`src/rtl/j_intsvc.sv`:
```
// Interrupt service initiator: reads INT1 on _int, presents the highest-priority source, clears it.
// Optional macro INTSVC_SPUR_CNT_EN builds a saturating spurious-interrupt counter on spur_cnt.
module j_intsvc #(
    parameter int NSRC    = 5,
    parameter int RD_WAIT = 2,
    parameter int SETTLE  = 2
) (
    input  logic            clk,
    input  logic            resetl,
    input  logic            _int,
    input  logic [NSRC-1:0] int_en,
    input  logic [15:0]     dr_in,
    input  logic            svc_ack,
    output logic            int1r,
    output logic            int1w,
    output logic [15:0]     dout,
    output logic            svc_vld,
    output logic [2:0]      svc_src,
    output logic            busy,
    output logic [7:0]      spur_cnt
);

    typedef enum logic [2:0] {
        S_IDLE, S_RD, S_SEL, S_PRES, S_CLR, S_SPUR, S_SETTLE
    } state_t;

    state_t          state, state_nx;
    logic [2:0]      cnt;
    logic [NSRC-1:0] pend;
    logic [2:0]      src;
    logic            cnt_last;

    // Pending bits above NSRC carry no source and are deliberately dropped.
    logic unused_dr;
    assign unused_dr = ^dr_in[15:NSRC];

    // Lowest set bit wins: the loop runs high-to-low so bit 0 is assigned last.
    always_comb begin
        src = '0;
        for (int i = NSRC - 1; i >= 0; i--) begin
            if (pend[i]) src = 3'(i);
        end
    end

    assign cnt_last = (state == S_RD) ? (cnt == 3'(RD_WAIT - 1))
                                      : (cnt == 3'(SETTLE - 1));

    always_ff @(posedge clk or negedge resetl) begin
        if (!resetl) state <= S_IDLE;
        else         state <= state_nx;
    end

    // NOTE: every output and next-state gets a default first so no latch is inferred.
    always_comb begin
        state_nx = state;
        int1r    = 1'b0;
        int1w    = 1'b0;
        dout     = '0;
        svc_vld  = 1'b0;
        svc_src  = '0;
        busy     = (state != S_IDLE);
        case (state)
            S_IDLE:   if (!_int) state_nx = S_RD;
            S_RD: begin
                int1r = 1'b1;
                if (cnt_last) state_nx = S_SEL;
            end
            S_SEL:    state_nx = (pend == '0) ? S_SPUR : S_PRES;
            S_PRES: begin
                svc_vld = 1'b1;
                svc_src = src;
                if (svc_ack) state_nx = S_CLR;
            end
            S_CLR: begin
                int1w    = 1'b1;
                dout     = (16'(1) << (5'(src) + 5'd8)) | 16'(int_en);
                state_nx = S_SETTLE;
            end
            S_SPUR:   state_nx = S_SETTLE;
            S_SETTLE: if (cnt_last) state_nx = S_IDLE;
            default:  state_nx = S_IDLE;
        endcase
    end

    // NOTE: registers use non-blocking assignments and are all cleared by the async reset,
    // so an interrupted service leaves no stale pend or count behind.
    always_ff @(posedge clk or negedge resetl) begin
        if (!resetl) begin
            cnt  <= '0;
            pend <= '0;
        end else begin
            if (state == S_RD || state == S_SETTLE)
                cnt <= cnt_last ? 3'd0 : cnt + 3'd1;
            else
                cnt <= '0;
            if (state == S_RD && cnt_last)
                pend <= dr_in[NSRC-1:0];
        end
    end

`ifdef INTSVC_SPUR_CNT_EN
    // SPUR lasts exactly one cycle, so counting while in it counts entries.
    always_ff @(posedge clk or negedge resetl) begin
        if (!resetl)
            spur_cnt <= '0;
        else if (state == S_SPUR && spur_cnt != 8'hFF)
            spur_cnt <= spur_cnt + 8'd1;
    end
`else
    assign spur_cnt = 8'h00;
`endif

endmodule
```
`config.mk`:
```
export PLATFORM = sky130hd
export DESIGN_NAME = j_intsvc
export DESIGN_NICKNAME = d
export VERILOG_FILES = /design/src/rtl/j_intsvc.sv
export SDC_FILE = /design/constraint.sdc
export NUM_CORES = 1
export LEC_CHECK = 0
export BUFFER_PORTS_ARGS = -buffer_cell sky130_fd_sc_hd__buf_2
export CORE_MARGIN = 4
export CORE_UTILIZATION = 40
export CTS_CLUSTER_DIAMETER = 150
export DETAILED_ROUTE_END_ITERATION = 10
export PLACE_DENSITY = 0.78
export REMOVE_ABC_BUFFERS = 1
export SLEW_MARGIN = 20
export SYNTH_ARGS = -nofsm -noshare
export SYNTH_HDL_FRONTEND = slang
export SYNTH_SLANG_ARGS = --single-unit
```
`constraint.sdc`:
```
create_clock -name clk -period 1.4 [get_ports clk]
set_clock_uncertainty 0.05 [all_clocks]
set_input_delay 0.28 -clock clk [delete_from_list [all_inputs] [get_ports clk]]
set_output_delay 0.28 -clock clk [all_outputs]
set_load 0.02 [all_outputs]
```
==> results.yml, run 1 <==
outcome:
  run_status: "complete, but fails checks"
  violations: "negative setup slack"
worst_setup_path:
  critPathMaxFanout: 6
  crit_type: "reg -> out"
  critical_path_arrival_ns: 1.42
  reg2reg_depth: 7
  worstPathCellList: "nor3b_4 > inv_2 > nor3b_2 > buf_4"
  max_stage_delay_ns: 0.42
  startpoint_type: "flop"
  worstReg2RegEnd: "pend[1]$_DFFE_PN0P_"
  crit_path_top_delay_cell: "dfrtp_1"
  rrSetupSlack_ns: -0.28
  cp-end-kind: "output pin"
  worstPathRequired_ns: 1.07
  r2r_start: "state[1]$_DFFE_PN0P_"
hold_path:
  holdPathEnd: "pend[0]$_DFFE_PN0P_"
  min_from: "dr_in[0]"
  hp-class: "in -> reg"
  hold_path_depth: 2
logic_synthesis:
  ys_ff_latch: 11
  ys.flop_type: "dfrtp_1"
  syn_inst: 85
  yosysUniqueCellTypes: 30
  syn-cell-area_um2: 820
  async_reset_ff_share_pct: 100
  synth_edf_count: 0
  syn_avg_cell_area_um2: 9.64
  yosys_warnings: 0
  ys_seq_area_share_pct: 33.6
sta:
  hold_viol: 0
  fin_crit_ns: 1.75
  finalCritPeriodShare_pct: 125
  worst_slack_ns: -0.348
  slew_viol_final: 0
  hold_ws_ns: 0.189
  setup_tns_ns: -6.58
  max_freq_mhz: 572
  report.final.setup_viol: 24
  rsz0062_at_grt: "true"
place:
  dp_hpwl_um: 1410
  gp_congestion: 0.805
  dp_slack_ns: -0.129
  portBuffers: 30
pwr:
  p_int_mw: 1.56
  pwr-share-comb_pct: 68.4
  report.power.total_mw: 2.62
  p_switching_mw: 1.06
  p_seq_share_pct: 23.5
  p_clk_share_pct: 8.1
  p_leak_nw: 0.655
  peakVddDrop_v: 0.00115
  powerDensity_nw_per_um2: 1980
  switching_share_pct: 40.5
detailed_routing:
  vias_per_cell: 4.59
  route.detailed.wl_per_inst_um: 12.3
  first_pass_iters: 4
  drc: 0
  ant_nets: 0
  num_vias: 757
  drt-initial-drc-count: 8
  wl_um: 2030
cts:
  clk_pin_slew_ns: 0.07
  insertion_delay_ns: 0.26
  cts_buffer_depth: 2
  cts-root-buf: "clkbuf_4"
  cts_tree: "yes"
  cts_buffers: 3
  cts.sinks: 11
  htreeDepth: 1
global_route:
  grt_max_degree: 12
  antenna_found_initial: 0
  grt_pass1_wl_um: 3060
  grt_pass1_vias: 700
  grt_usage_pct: 14.9
  grt.overflow.total: 0
floorplanning:
  dieHeight_um: 53.3
  ios: 56
  start_util_pct: 41.8
  rows: 16
  core_um2: 1960
  dieArea_um2: 2840
  fp.dieW_um: 53.3
cells_and_area:
  nets: 164
  drive_gt1_share_pct: 59.4
  syn2layout_area_growth_pct: 61.8
  antenna_cells: 0
  utilization_pct: 67.6
run:
  cap_violations: 0
-- registers in the layout (all words and copies together) (netlist names) --
register and cells:
cnt 3, state 3, pend 5
-- timing repair --
item / in CTS / in global routing
hold endpoints to repair: 11 / 0
pin swaps: 13 / 5
setup endpoints to repair: 22 / 27
hold buffers: 1 / 0
setup buffers: 5 / 4
gates resized for setup: 41 / 18
-- logic make-up after synthesis --
group	after synthesis	share of synthesized area (%)
AOI/OAI and AO/OA	9	7.33
muxes	6	10.5
DFF	11	33.6
other	1	0.458
and+or+nand+nor	37	29.5
buffers and inverters	20	17.6
xor gates and xnor gates	1	1.07
-- through the flow --
step / cell area, um^2 / std cells
after floorplan: 736 / 81
after global placement: 1020 / 152
after detailed placement: 1020 / 152
after CTS: 1240 / 162
after global routing: 1330 / 165
final: 1330 / 165
-- worst max-delay path: cells and delay by family, from the launching register on --
| family | cells | cell delay [ns] |
|---|---|---|
| flip-flops | 1 | 0.42 |
| buffers and inverters | 2 | 0.26 |
| AND/OR/NAND/NOR | 2 | 0.48 |
-- per-layer routing --
metal / track usage [%] / up-vias / part of all wire, %
met5: 0 / - / 0
met4: 7.66 / 0 / 2.4
li1: - / 365 / -
met2: 25.3 / 38 / 52
met1: 17.5 / 350 / 36
met3: 2.82 / 4 / 9.3
-- area by class of cell --
cell class	instances	area, um^2
well taps	27	33.8
fillers	146	636
flip-flops and latches	11	277
inverters	3	11.3
clock buffers	4	26.3
repair buffers	53	449
multi-input cells	67	529
-- power groups by stage --
stage	Sequential, mW	Clock [mW]	Combinational [mW]
floorplan	0.639	0	0.664
global placement	0.555	0	1.21
detailed placement	0.567	0	1.24
CTS	0.587	0.218	1.56
global route	0.635	0.232	1.93
finish	0.615	0.213	1.80
-- worst max-delay path by stage --
| stage | from | cells past startpoint | slack (ns) | endpoint |
|---|---|---|---|---|
| finish | state[1]$_DFFE_PN0P_ | 4 | -0.35 | dout[9] |
| global placement | state[0]$_DFFE_PN0P_ | 4 | -0.11 | dout[9] |
| floorplan | state[1]$_DFFE_PN0P_ | 3 | -0.46 | dout[9] |
| global route | state[1]$_DFFE_PN0P_ | 4 | -0.43 | svc_src[1] |
| CTS | state[0]$_DFFE_PN0P_ | 4 | -0.34 | dout[9] |
| detailed placement | state[0]$_DFFE_PN0P_ | 4 | -0.13 | dout[9] |
-- synthesized netlist by cell type (2+ instances only) --
library cell	n	area share [%]
buf_4	14	13
dfrtp_1	11	34
nor2_1	10	4.6
and2_1	5	3.8
mux2_4	5	9.2
a21oi_1	4	2.4
nand2_1	4	1.8
nor2b_1	3	2.3
nor3b_4	3	6.9
a22o_1	2	2.1
buf_6	2	2.7
inv_1	2	0.92
nand2b_1	2	1.5
nor4_1	2	1.5
-- cell usage in the layout, fill, tap and decap left out, drive strengths merged, types with 2 or more instances in the layout --
cell type  instances
a21oi              4
and2               5
dfrtp             11
nand2b             2
inv                3
mux2               6
nand2              5
nor4               2
nor2b              3
nor3b              4
a22o               2
buf               52
clkbuf             4
conb              14
nor2              10
Power figures use the tool's default switching activity.
==> run 2: changes to the inputs <==
--- a/config.mk
+++ b/config.mk
@@ -7,10 +7,9 @@
 export LEC_CHECK = 0
 export BUFFER_PORTS_ARGS = -buffer_cell sky130_fd_sc_hd__buf_2
 export CORE_MARGIN = 4
-export CORE_UTILIZATION = 40
+export CORE_UTILIZATION = 25
 export CTS_CLUSTER_DIAMETER = 150
 export DETAILED_ROUTE_END_ITERATION = 10
-export PLACE_DENSITY = 0.78
 export REMOVE_ABC_BUFFERS = 1
 export SLEW_MARGIN = 20
 export SYNTH_ARGS = -nofsm -noshare
==> run 2 against run 1 <==
Against the previous run: cell count increased by 8.5%; utilization shrank 26 points; sequential share of layout area increased by 0.46 points; register-to-register slack improved by 0.11 ns; setup slack better by 0.042 ns; critical path type unchanged; the run still ends with negative setup slack left; largest power group unchanged.
==> results.yml, run 2 (synthesized netlist as in run 1, its figures left out) <==
detailed_routing:
  drt-initial-drc-count: 23
  wl_um: 2100
  vias_per_cell: 4.16
  route.detailed.wl_per_inst_um: 11.7
  first_pass_iters: 4
  drc: 0
  ant_nets: 0
  num_vias: 745
floorplanning:
  rows: 20
  ios: 56
  core_um2: 3100
  dieHeight_um: 65.3
  dieArea_um2: 4260
  start_util_pct: 26.4
  fp.dieW_um: 65.3
pwr:
  peakVddDrop_v: 0.000449
  p_leak_nw: 0.633
  powerDensity_nw_per_um2: 1930
  report.power.total_mw: 2.51
worst_setup_path:
  cp-end-kind: "output pin"
  critPathMaxFanout: 6
  critical_path_arrival_ns: 1.38
  crit_type: "reg -> out"
  startpoint_type: "flop"
  worstPathRequired_ns: 1.07
sta:
  report.final.setup_viol: 23
  setup_tns_ns: -5.04
  worst_slack_ns: -0.306
  slew_viol_final: 0
  max_freq_mhz: 586
  finalCritPeriodShare_pct: 122
  fin_crit_ns: 1.71
  rsz0062_at_grt: "true"
  hold_viol: 0
place:
  gp_congestion: 0.686
  dp_hpwl_um: 1500
  portBuffers: 30
  place_area_um2: 1020
  placedCellCount: 166
cts:
  cts.sinks: 11
  insertion_delay_ns: 0.26
  clk_pin_slew_ns: 0.07
  htreeDepth: 1
  cts_buffers: 3
  cts_tree: "yes"
  cts-root-buf: "clkbuf_4"
  cts_buffer_depth: 2
cells_and_area:
  fill_cells: 317
  top_regs: "pend (5), cnt (3), state (3)"
  drive_gt1_share_pct: 60.0
  multi_input_area_um2: 528
  regMostFlops: "pend"
  antenna_cells: 0
  nets: 161
  largest_reg_flops: 5
  regArea_um2: 277
  post-route-cell-area_um2: 1300
  mostFrequentLayoutCell: "buf_4"
  final_cells: 179
  syn2layout_area_growth_pct: 58.3
  final_cell_mix: "buf_4, buf_6, buf_2"
global_route:
  grt_pass1_vias: 698
  grt.overflow.total: 0
  grt_max_degree: 12
  grt_pass1_wl_um: 3220
  antenna_found_initial: 0
  grt_usage_pct: 9.84
outcome:
  violations: "negative setup slack"
  run_status: "complete, but fails checks"
run:
  cap_violations: 0
hold_path:
  hp-class: "in -> reg"
## run 2: critical path, cell delays in order (launching register included)
cell and delay (ns):
dfrtp_1 0.43, nor3b_4 0.28, buf_6 0.16, and2_4 0.14, buf_6 0.11
## run 2: through the flow
| stage | hold slack [ns] | util (%) | setup WS [ns] |
|---|---|---|---|
| CTS | 0.190 | 39.8 | -0.316 |
| global route | 0.180 | 41.8 | -0.384 |
| global placement | 0.109 | 33.0 | -0.0971 |
| detailed placement | 0.115 | 33.0 | -0.111 |
| floorplan | -0.0656 | - | -0.465 |
| finish | 0.201 | 41.8 | -0.306 |
## run 2: layout make-up
class	count	area share (%)
Multi-Input combinational cell	67	40.7
Sequential cell	11	21.3
Clock buffer	4	2.03
Inverter	3	0.868
Timing Repair Buffer	50	30.9
Tap cell	44	4.24
## run 2: report_power, final
group,switching (mW),leakage [nW],internal [mW]
registers,0.159,0.135,0.449
clock network,0.0990,0.0150,0.110
logic,0.761,0.483,0.929
total,1.02,0.633,1.49
## run 2: final timing paths
path | depth (start not counted) | start | end | slack, ns
max | 4 | state[1]$_DFFE_PN0P_ | dout[0] | -0.31
min | 2 | dr_in[3] | pend[3]$_DFFE_PN0P_ | 0.20
max reg2reg | 6 | state[0]$_DFFE_PN0P_ | pend[1]$_DFFE_PN0P_ | -0.17
min reg2reg | 1 | cnt[0]$_DFF_PN0_ | cnt[0]$_DFF_PN0_ | 0.46
max in group asynchronous | 2 | resetl | state[0]$_DFFE_PN0P_ | 0.71
min in group asynchronous | 2 | resetl | state[0]$_DFFE_PN0P_ | 0.37
## run 2: metal layers
layer | vias up | track usage (%) | part of all wire, %
met4 | 0 | 3.11 | 0
li1 | 360 | - | -
met1 | 348 | 9.99 | 37
met3 | 0 | 3.93 | 12
met2 | 37 | 18.2 | 51
met5 | - | 0 | 0
## run 2: repair_timing
item	in CTS	in global routing
pin swaps	14	6
setup endpoints to repair	22	25
setup buffers	6	2
gates resized for setup	42	11
hold endpoints to repair	11	0
hold buffers	1	0
==> run 3: changes to the inputs <==
--- a/config.mk
+++ b/config.mk
@@ -6,7 +6,8 @@
 export NUM_CORES = 1
 export LEC_CHECK = 0
 export BUFFER_PORTS_ARGS = -buffer_cell sky130_fd_sc_hd__buf_2
-export CORE_MARGIN = 4
+export CORE_ASPECT_RATIO = 1.4
+export CORE_MARGIN = 2
 export CORE_UTILIZATION = 25
 export CTS_CLUSTER_DIAMETER = 150
 export DETAILED_ROUTE_END_ITERATION = 10
==> run 3 against run 2 <==
Against the previous run: the flow still finishes with violations (negative setup slack); via count increased by 2.4%; critical path depth stayed put; design area up 7.2%; global-route usage is 0.56 points higher; first-iteration DRC count fell by 61%; critical endpoint is now svc_src[0]; register-to-register slack lost 0.02 ns; setup slack gained 0.031 ns; combinational power increased by 9%; clock power is 51% higher.
==> results.yml, run 3 (synthesized netlist as in run 1, its figures left out) <==
sta:
  rsz0062_at_grt: "true"
  finalCritPeriodShare_pct: 120
  report.final.setup_viol: 23
  slew_viol_final: 0
  hold_viol: 0
  setup_tns_ns: -4.87
  max_freq_mhz: 597
  worst_slack_ns: -0.275
  fin_crit_ns: 1.68
detailed_routing:
  first_pass_iters: 3
  ant_nets: 0
  num_vias: 763
  wl_um: 1960
  drc: 0
  route.detailed.wl_per_inst_um: 11.0
  vias_per_cell: 4.26
  drt-initial-drc-count: 9
cells_and_area:
  syn2layout_area_growth_pct: 69.8
  drive_gt1_share_pct: 62.1
  top_regs: "pend (5), cnt (3), state (3)"
  final_cell_mix: "buf_6, buf_4, conb_1, buf_2, dfrtp_1"
  antenna_cells: 0
  nets: 166
  largest_reg_flops: 5
  mostFrequentLayoutCell: "buf_6"
  utilization_pct: 44.6
  regMostFlops: "pend"
  fill_cells: 304
  final_cells: 179
hold_path:
  hold_path_depth: 2
  min_from: "dr_in[4]"
  hp-class: "in -> reg"
pwr:
  p_clk_share_pct: 11.4
  powerDensity_nw_per_um2: 1990
  report.power.total_mw: 2.78
  switching_share_pct: 39.1
  p_leak_nw: 0.673
  peakVddDrop_v: 0.000868
  p_seq_share_pct: 22.1
  pwr-share-comb_pct: 66.5
  p_int_mw: 1.69
  p_switching_mw: 1.08
place:
  portBuffers: 30
  placedCellCount: 164
  dp_hpwl_um: 1440
  gp_congestion: 0.781
global_route:
  grt_pass1_wl_um: 2900
  grt.overflow.total: 0
  top_usage_layer: "met2"
  antenna_found_initial: 0
  met3_usage_pct: 2.50
  grt_use_met1_pct: 9.90
  grt_pass1_vias: 709
  met2_usage_pct: 19.3
  grt_usage_pct: 10.4
  grt_max_degree: 12
floorplanning:
  dieArea_um2: 3760
  core_um2: 3120
  ios: 56
  rows: 24
  fp.dieW_um: 52.4
  dieHeight_um: 71.7
  start_util_pct: 26.2
worst_setup_path:
  cp_num_cells: 4
  critical_path_arrival_ns: 1.35
  startpoint_type: "flop"
  crit_path_top_delay_cell: "dfrtp_1"
  critPathMaxFanout: 4
  cp-end-kind: "output pin"
  max_stage_delay_ns: 0.41
  worstPathRequired_ns: 1.07
  cp_top_family: "flip-flops"
  crit_type: "reg -> out"
  r2r_start: "state[1]$_DFFE_PN0P_"
  critPathLaunch: "state[2]$_DFFE_PN0P_"
  reg2reg_depth: 6
  worstPathCellList: "nand3b_1 > buf_6 > nor3_2 > buf_4"
  cp_num_buf_inv: 2
outcome:
  run_status: "complete, but fails checks"
  violations: "negative setup slack"
run:
  cap_violations: 0
cts:
  clk_pin_slew_ns: 0.05
  htreeDepth: 1
  cts.sinks: 11
  cts_buffer_depth: 2
  cts-root-buf: "clkbuf_8"
  cts_tree: "yes"
  insertion_delay_ns: 0.24
  cts_buffers: 3
run 3: routing by layer:
metal  routed length [um]  vias up
li1                     -      368
met1                  682      352
met2                 1080       37
met3                  150        6
met4                   48        0
met5                    0        -
run 3: power by group through the flow:
stage / combinational (mW) / sequential [mW] / clock [mW]
6_report: 1.85 / 0.613 / 0.315
5_1_grt: 1.99 / 0.627 / 0.340
4_1_cts: 1.53 / 0.599 / 0.321
3_5_place_dp: 1.25 / 0.568 / 0
3_3_place_gp: 1.21 / 0.561 / 0
2_1_floorplan: 0.664 / 0.639 / 0
run 3: final timing paths:
check	to	slack (ns)
max	svc_src[0]	-0.28
min	pend[4]$_DFFE_PN0P_	0.22
max reg2reg	pend[1]$_DFFE_PN0P_	-0.19
min reg2reg	cnt[0]$_DFF_PN0_	0.46
max in group asynchronous	state[0]$_DFFE_PN0P_	0.66
min in group asynchronous	state[0]$_DFFE_PN0P_	0.42
run 3: what timing repair did:
action | in CTS | in global routing
resized for setup | 44 | 18
endpoints found under the setup margin | 23 | 23
pin swaps | 12 | 13
endpoints found under the hold margin | 11 | 0
buffers inserted | 4 | 7
hold buffers | 1 | 0
run 3: per-stage QoR:
stage,hold WS (ns),cell area [um^2],setup WS (ns)
final,0.224,1390,-0.275
after floorplan,-0.0656,736,-0.465
after detailed placement,0.112,1040,-0.0764
after CTS,0.225,1270,-0.277
after global placement,0.107,1040,-0.0465
after global routing,0.223,1390,-0.355
run 3: cell type report:
type                            instances  area [um^2]  area share, %
Multi-Input combinational cell         67          547           39.3
Timing Repair Buffer                   55          463           33.3
Sequential cell                        11          277           19.9
Tap cell                               39         48.8           3.51
Clock buffer                            4         45.0           3.24
Inverter                                3         11.3          0.809
